## config.mk

```make
export PLATFORM = sky130hd
export DESIGN_NAME = song_sequencer
export DESIGN_NICKNAME = d
export VERILOG_FILES = /design/src/rtl/song_sequencer_pkg.sv /design/src/rtl/song_sequencer_rom.sv /design/src/rtl/song_sequencer.sv
export SDC_FILE = /design/constraint.sdc
export NUM_CORES = 1
export LEC_CHECK = 0
export CORE_MARGIN = 2
export CORE_UTILIZATION = 46
export CTS_CLUSTER_DIAMETER = 30
export CTS_CLUSTER_SIZE = 28
export DETAILED_ROUTE_END_ITERATION = 10
export PLACE_DENSITY_LB_ADDON = 0.15
export SKIP_LAST_GASP = 1
export SLEW_MARGIN = 0
export SYNTH_ARGS = -nofsm -noshare
export SYNTH_HDL_FRONTEND = slang
export SYNTH_SLANG_ARGS = --single-unit
```

## constraint.sdc

```tcl
create_clock -name i_clock -period 1.95 [get_ports i_clock]
set_clock_uncertainty 0.1 [all_clocks]
set_input_delay 0.195 -clock i_clock [delete_from_list [all_inputs] [get_ports i_clock]]
set_output_delay 0.195 -clock i_clock [all_outputs]
set_load 0.01 [all_outputs]
```

## src/rtl/song_sequencer_pkg.sv

```systemverilog
// Shared types and constants for the song sequencer: FSM states, note codes,
// song table entry layout and the end-of-song duration marker.
package song_sequencer_pkg;

    localparam int unsigned NOTE_W = 4;
    localparam int unsigned DUR_W  = 4;

    typedef enum logic [2:0] {
        S_IDLE      = 3'd0,
        S_LOAD      = 3'd1,
        S_ISSUE     = 3'd2,
        S_WAIT_OVER = 3'd3,
        S_WAIT_CLR  = 3'd4,
        S_GAP       = 3'd5,
        S_FINISH    = 3'd6
    } state_t;

    localparam logic [NOTE_W-1:0] N_REST = 4'd0;
    localparam logic [NOTE_W-1:0] N_C    = 4'd1;
    localparam logic [NOTE_W-1:0] N_D    = 4'd2;
    localparam logic [NOTE_W-1:0] N_E    = 4'd3;
    localparam logic [NOTE_W-1:0] N_F    = 4'd4;
    localparam logic [NOTE_W-1:0] N_G    = 4'd5;
    localparam logic [NOTE_W-1:0] N_A    = 4'd6;
    localparam logic [NOTE_W-1:0] N_B    = 4'd7;
    localparam logic [NOTE_W-1:0] N_C_HI = 4'd8;

    localparam logic [DUR_W-1:0] END_MARK = 4'd0;

    typedef struct packed {
        logic [NOTE_W-1:0] note;
        logic [DUR_W-1:0]  duration;
    } song_entry_t;

    function automatic song_entry_t mk_entry(input logic [NOTE_W-1:0] n,
                                             input logic [DUR_W-1:0]  d);
        song_entry_t e;
        e.note     = n;
        e.duration = d;
        return e;
    endfunction

endpackage

```

## src/rtl/song_sequencer_rom.sv

```systemverilog
// Song table: registered case lookup with one cycle of read latency.
// SONG_SEL picks the table; 0 is the shipped tune, 1..3 are short fixed songs.
module song_sequencer_rom
    import song_sequencer_pkg::*;
#(
    parameter int unsigned IDX_W    = 4,
    parameter int unsigned SONG_SEL = 0
) (
    input  logic             i_clk,
    input  logic             i_reset,
    input  logic [IDX_W-1:0] i_index,
    output song_entry_t      o_entry
);

    song_entry_t r_entry;
    song_entry_t w_entry;

    always_comb begin
        w_entry = mk_entry(N_REST, END_MARK);
        case (SONG_SEL)
            0: begin
                case (32'(i_index))
                    0: w_entry = mk_entry(N_C,    4'd1);
                    1: w_entry = mk_entry(N_E,    4'd1);
                    2: w_entry = mk_entry(N_G,    4'd1);
                    3: w_entry = mk_entry(N_C_HI, 4'd2);
                    4: w_entry = mk_entry(N_REST, 4'd1);
                    5: w_entry = mk_entry(N_G,    4'd1);
                    6: w_entry = mk_entry(N_E,    4'd1);
                    7: w_entry = mk_entry(N_C,    4'd3);
                    default: w_entry = mk_entry(N_REST, END_MARK);
                endcase
            end
            1: begin
                case (32'(i_index))
                    0: w_entry = mk_entry(N_C, 4'd2);
                    1: w_entry = mk_entry(N_D, 4'd1);
                    2: w_entry = mk_entry(N_E, END_MARK);
                    default: w_entry = mk_entry(N_REST, END_MARK);
                endcase
            end
            // Every slot filled, no end marker: note = index+1, duration 1 or 2.
            2: w_entry = mk_entry(NOTE_W'(i_index) + NOTE_W'(1),
                                  DUR_W'(i_index[0]) + DUR_W'(1));
            default: w_entry = mk_entry(N_REST, END_MARK);
        endcase
    end

    always_ff @(posedge i_clk) begin
        if (i_reset) r_entry <= '0;
        else         r_entry <= w_entry;
    end

    assign o_entry = r_entry;

endmodule

```

## src/rtl/song_sequencer.sv

```systemverilog
// Initiator side of the note-player handshake: walks the song table, pulses Start,
// waits for Over, inserts a gap, advances. SONG_LOOP_EN: repeat the song until Stop.
module song_sequencer
    import song_sequencer_pkg::*;
#(
    parameter  int unsigned SONG_LEN   = 16,
    parameter  int unsigned GAP_CYCLES = 4,
    parameter  int unsigned SONG_SEL   = 0,
    localparam int unsigned IDX_W      = $clog2(SONG_LEN)
) (
    input  logic              i_clock,
    input  logic              i_reset,
    input  logic              i_play,
    input  logic              i_stop,
    input  logic              i_over,
    output logic [NOTE_W-1:0] o_note,
    output logic [DUR_W-1:0]  o_duration,
    output logic              o_start,
    output logic              o_busy,
    output logic              o_done,
    output logic [IDX_W-1:0]  o_index
);

    localparam int unsigned      GAP_W    = (GAP_CYCLES > 1) ? $clog2(GAP_CYCLES) : 1;
    localparam logic [IDX_W-1:0] LAST_IDX = IDX_W'(SONG_LEN - 1);
    localparam logic [GAP_W-1:0] GAP_LAST = GAP_W'((GAP_CYCLES == 0) ? 0 : GAP_CYCLES - 1);
    localparam logic             NO_GAP   = (GAP_CYCLES == 0);

    state_t            r_state;
    logic [IDX_W-1:0]  r_index;
    logic [NOTE_W-1:0] r_note;
    logic [DUR_W-1:0]  r_duration;
    logic              r_start;
    logic              r_busy;
    logic              r_done;
    logic [GAP_W-1:0]  r_gap_cnt;
    logic              r_abort;

    state_t            w_state_nxt;
    logic [IDX_W-1:0]  w_index_nxt;
    logic [NOTE_W-1:0] w_note_nxt;
    logic [DUR_W-1:0]  w_duration_nxt;
    logic              w_start_nxt;
    logic              w_busy_nxt;
    logic              w_done_nxt;
    logic [GAP_W-1:0]  w_gap_nxt;
    logic              w_abort_nxt;
    song_entry_t       w_entry;
    logic              w_is_end;
    logic              w_last;
    logic              w_gap_end;
    logic              w_abort;

    // ROM is addressed with the next index so its data is ready during LOAD.
    song_sequencer_rom #(
        .IDX_W    (IDX_W),
        .SONG_SEL (SONG_SEL)
    ) u_rom (
        .i_clk    (i_clock),
        .i_reset  (i_reset),
        .i_index  (w_index_nxt),
        .o_entry  (w_entry)
    );

    assign w_is_end  = (w_entry.duration == END_MARK);
    assign w_last    = (r_index == LAST_IDX);
    assign w_gap_end = NO_GAP | (r_gap_cnt == GAP_LAST);
    assign w_abort   = r_abort | i_stop;

    always_ff @(posedge i_clock) begin
        if (i_reset) r_state <= S_IDLE;
        else         r_state <= w_state_nxt;
    end

    always_comb begin
        w_state_nxt = r_state;
        case (r_state)
            S_IDLE:      if (i_play) w_state_nxt = S_LOAD;
            S_LOAD: begin
                if (w_is_end) begin
`ifdef SONG_LOOP_EN
                    // A marker at entry 0 would otherwise loop forever on nothing.
                    w_state_nxt = (w_abort || (r_index == '0)) ? S_FINISH : S_LOAD;
`else
                    w_state_nxt = S_FINISH;
`endif
                end else begin
                    w_state_nxt = S_ISSUE;
                end
            end
            S_ISSUE:     w_state_nxt = S_WAIT_OVER;
            S_WAIT_OVER: if (i_over)  w_state_nxt = S_WAIT_CLR;
            S_WAIT_CLR:  if (!i_over) w_state_nxt = S_GAP;
            S_GAP: begin
                if (w_gap_end) begin
                    if (w_abort) begin
                        w_state_nxt = S_FINISH;
                    end else if (w_last) begin
`ifdef SONG_LOOP_EN
                        w_state_nxt = S_LOAD;
`else
                        w_state_nxt = S_FINISH;
`endif
                    end else begin
                        w_state_nxt = S_LOAD;
                    end
                end
            end
            S_FINISH:    w_state_nxt = S_IDLE;
            default:     w_state_nxt = S_IDLE;
        endcase
    end

    // Next values for every registered output and datapath register.
    always_comb begin
        w_index_nxt    = r_index;
        w_note_nxt     = r_note;
        w_duration_nxt = r_duration;
        w_gap_nxt      = r_gap_cnt;
        w_abort_nxt    = r_abort | (i_stop & (r_state != S_IDLE));
        w_start_nxt    = (w_state_nxt == S_ISSUE);
        w_busy_nxt     = (w_state_nxt != S_IDLE);
        w_done_nxt     = (w_state_nxt == S_FINISH);
        case (r_state)
            S_IDLE: begin
                if (i_play) begin
                    w_index_nxt = '0;
                    w_abort_nxt = 1'b0;
                end
            end
            S_LOAD: begin
                if (!w_is_end) begin
                    w_note_nxt     = w_entry.note;
                    w_duration_nxt = w_entry.duration;
                end else if (w_state_nxt == S_LOAD) begin
                    w_index_nxt = '0;
                end
            end
            S_WAIT_CLR: w_gap_nxt = '0;
            S_GAP: begin
                if (!w_gap_end) begin
                    w_gap_nxt = r_gap_cnt + GAP_W'(1);
                end else if (w_state_nxt == S_LOAD) begin
                    w_index_nxt = w_last ? '0 : r_index + IDX_W'(1);
                end
            end
            default: ;
        endcase
    end

    always_ff @(posedge i_clock) begin
        if (i_reset) begin
            r_index    <= '0;
            r_note     <= '0;
            r_duration <= '0;
            r_start    <= 1'b0;
            r_busy     <= 1'b0;
            r_done     <= 1'b0;
            r_gap_cnt  <= '0;
            r_abort    <= 1'b0;
        end else begin
            r_index    <= w_index_nxt;
            r_note     <= w_note_nxt;
            r_duration <= w_duration_nxt;
            r_start    <= w_start_nxt;
            r_busy     <= w_busy_nxt;
            r_done     <= w_done_nxt;
            r_gap_cnt  <= w_gap_nxt;
            r_abort    <= w_abort_nxt;
        end
    end

    assign o_note     = r_note;
    assign o_duration = r_duration;
    assign o_start    = r_start;
    assign o_busy     = r_busy;
    assign o_done     = r_done;
    assign o_index    = r_index;

endmodule

```

==> flow_summary.ini <==
[outcome]
status = finished, violations left
violations = negative setup slack

[route]
drc = 0
drt_iter0_drc = 26
wl_per_cell_um = 13.7
via_count = 1119
viasPerCell = 5.43
ant_nets = 0
drt_pass1_iterations = 4
drt_wl_total_um = 2830

[floorplanning]
io_pins = 20
die_area_um2 = 3020
core-area_um2 = 2480
chipWidth_um = 55.0
start_util_pct = 48.2
die_h_um = 55.0
fp-row-count = 18

[yosys]
syn_avg_cell_area_um2 = 8.66
synth_seq_cells = 25
synth_area_um2 = 1190
synth_cells = 138
yosysUniqueCellTypes = 39
synth_async_sr_flop_share_pct = 0
ys_warn_count = 0
ys_seq_area_share_pct = 41.9
synth_ff_type = dfxtp_1
synth_edf_count = 0

[global_route]
grt_max_degree = 16
grt_pass1_wl_um = 4340
grt_overflow = 0
grt_use_total_pct = 20.4
grt_pass1_vias = 1011
antenna_found_initial = 0

[power_and_ir_drop]
powerDensity_nw_per_um2 = 675
power_uw = 1110
ir_worst_vdd_mv = 0.524
p_leak_uw = 0.000628

[clock_tree]
worst_skew_pair.late_latency_ns = 0.32
clkTransAtPathRegs_ns = 0.15
cts_sinks = 25
cts.path.max_buffers = 2
cts_buffers = 3
cts_root_buffer = clkbuf_4
cts_max_level = 1
cts_tree = done
hold_buffers = 0

[placed_design]
portBuffers = 17
place_inst = 198
place_hpwl_um = 2040
pre_cts_ws_ns = -0.176
gp_congestion = 0.900

[worst_hold_path]
hold_start = r_gap_cnt[1]
worstHoldEndpoint = r_gap_cnt[1]
hold_depth = 2
hold_path_class = reg -> reg

[sta]
hold_violations = 0
finalMaxSlewViolations = 0
period_share_pct = 103
fin_ws_ns = -0.0640
setup_viol = 5
grt_setup_unrepaired = true
fin_crit_ns = 2.01
fmax_ghz = 0.497

[worst_setup_path]
worst-path-max-fanout = 4
r2r_end = u_rom.o_entry[4]
cp.arrival_ns = 2.15
critPathLaunchType = flip-flop
rrSetupSlack_ns = -0.06
endpoint_kind = flip-flop
crit_type = reg -> reg
required_ns = 2.08
reg2regPathDepth = 9
regToRegStartpoint = o_index[1]

[layout]
syn2layout_area_growth_pct = 37.8
drive_above_1_share_pct = 27.3
final_nets = 184
regArea_um2 = 504
diodes = 0
stdcell_count = 206
multi_input_area_um2 = 713
fill_cells = 208

[job]
maxCapViolations = 0
==> cells by family (layout without fill, tap and decap cells) <==
family | after synthesis | after routing | share of synthesized area, %
adders and majority gates | 2 | 2 | 2.09
muxes | 11 | 11 | 9.42
other | 1 | 2 | 0.314
buffers and inverters | 10 | 47 | 3.77
and+or+nand+nor | 61 | 61 | 26.7
DFF | 25 | 25 | 41.9
AOI/OAI and AO/OA | 28 | 28 | 15.8
==> power by group <==
| group | total [uW] | internal [uW] | switching [uW] |
|---|---|---|---|
| combinational | 306 | 148 | 157 |
| sequential | 559 | 542 | 17.2 |
| clock | 247 | 78.4 | 168 |
| total | 1110 | 769 | 343 |
==> synthesized netlist by cell type, types with 2 or more instances <==
library cell / count / area (um2)
mux2i_1: 9 / 90.1
buf_1: 2 / 7.51
nand2b_1: 7 / 43.8
a21oi_1: 10 / 50.1
mux2_2: 2 / 22.5
nand2_1: 13 / 48.8
nand3_1: 2 / 10.0
a211oi_1: 3 / 22.5
o21ai_0: 3 / 15.0
nor3_1: 2 / 10.0
nor3_2: 2 / 20.0
ha_1: 2 / 25.0
clkbuf_1: 5 / 18.8
a31oi_1: 2 / 12.5
buf_4: 2 / 15.0
nor2_1: 24 / 90.1
nor4b_1: 2 / 17.5
dfxtp_1: 25 / 500
==> flip-flops by register name, summed over array words and instances, names as in the netlist <==
signal and flops:
o_done 1, r_gap_cnt 2, r_state 3, o_note 4, o_busy 1, o_index 4, u_rom.o_entry 6, r_abort 1
o_start 1, o_duration 2
==> per-layer routing <==
| metal | GRT usage (%) | up-vias | part of all wire (%) |
|---|---|---|---|
| met3 | 2.96 | 4 | 2.7 |
| met1 | 25.3 | 538 | 44 |
| met4 | 8.94 | 0 | 0.88 |
| met5 | 0 | - | 0 |
| met2 | 34.9 | 20 | 53 |
| li1 | - | 557 | - |
==> cell usage in the layout, fill, tap and decap left out, types with 3 or more instances in the layout <==
cell type,instances
dfxtp_2,3
clkbuf_4,3
a21oi_1,10
nor3_2,3
buf_4,25
nor2_2,3
dfxtp_1,22
mux2i_1,9
nand2b_1,7
clkdlybuf4s50_1,17
nor2_1,21
nand2_1,13
==> worst max path at each step <==
stage,startpoint,endpoint,slack [ns],cells after the start
3_3_place_gp,i_stop,u_rom.o_entry[6],-0.15,7
3_5_place_dp,i_stop,u_rom.o_entry[4],-0.18,7
4_1_cts,o_index[1],u_rom.o_entry[4],-0.05,7
5_1_grt,o_index[0],o_start,-0.16,9
2_1_floorplan,o_index[1],u_rom.o_entry[4],-0.03,7
6_report,o_index[1],u_rom.o_entry[4],-0.06,9
==> layout make-up <==
| type | instances | area share [%] |
|---|---|---|
| multi-input combinational | 104 | 43.3 |
| sequential | 25 | 30.6 |
| timing repair buffer | 42 | 21.7 |
| tap | 30 | 2.28 |
| clock buffer | 3 | 1.37 |
| clock inverter | 1 | 0.456 |
| inverter | 1 | 0.228 |
==> through the flow <==
| step | cell area (um2) | hold WS [ns] | utilization (%) | setup TNS, ns |
|---|---|---|---|---|
| after global routing | 1650 | 0.389 | 66.5 | -0.925 |
| after floorplan | 1220 | 0.273 | - | -0.0830 |
| after detailed placement | 1550 | 0.354 | 62.5 | -0.935 |
| after global placement | 1550 | 0.343 | 62.5 | -0.670 |
| final | 1650 | 0.369 | 66.5 | -0.216 |
| after CTS | 1610 | 0.373 | 65.2 | -0.158 |
==> critical path, stage by stage (launching register included) <==
cell and delay, ns:
dfxtp_2 0.37, ha_4 0.16, a311oi_4 0.29, buf_4 0.17
buf_4 0.10, buf_4 0.10, nand4_1 0.11, mux2_2 0.32
mux2i_1 0.14, nor2_1 0.06
==> timing repair <==
item                                    4_1_cts  5_1_grt
buffers inserted                              3        1
endpoints found under the setup margin        6        8
pin swaps                                     7        6
resized for setup                             5        6
gates cloned                                  0        0
No activity file was read; power rests on OpenSTA's default activity.
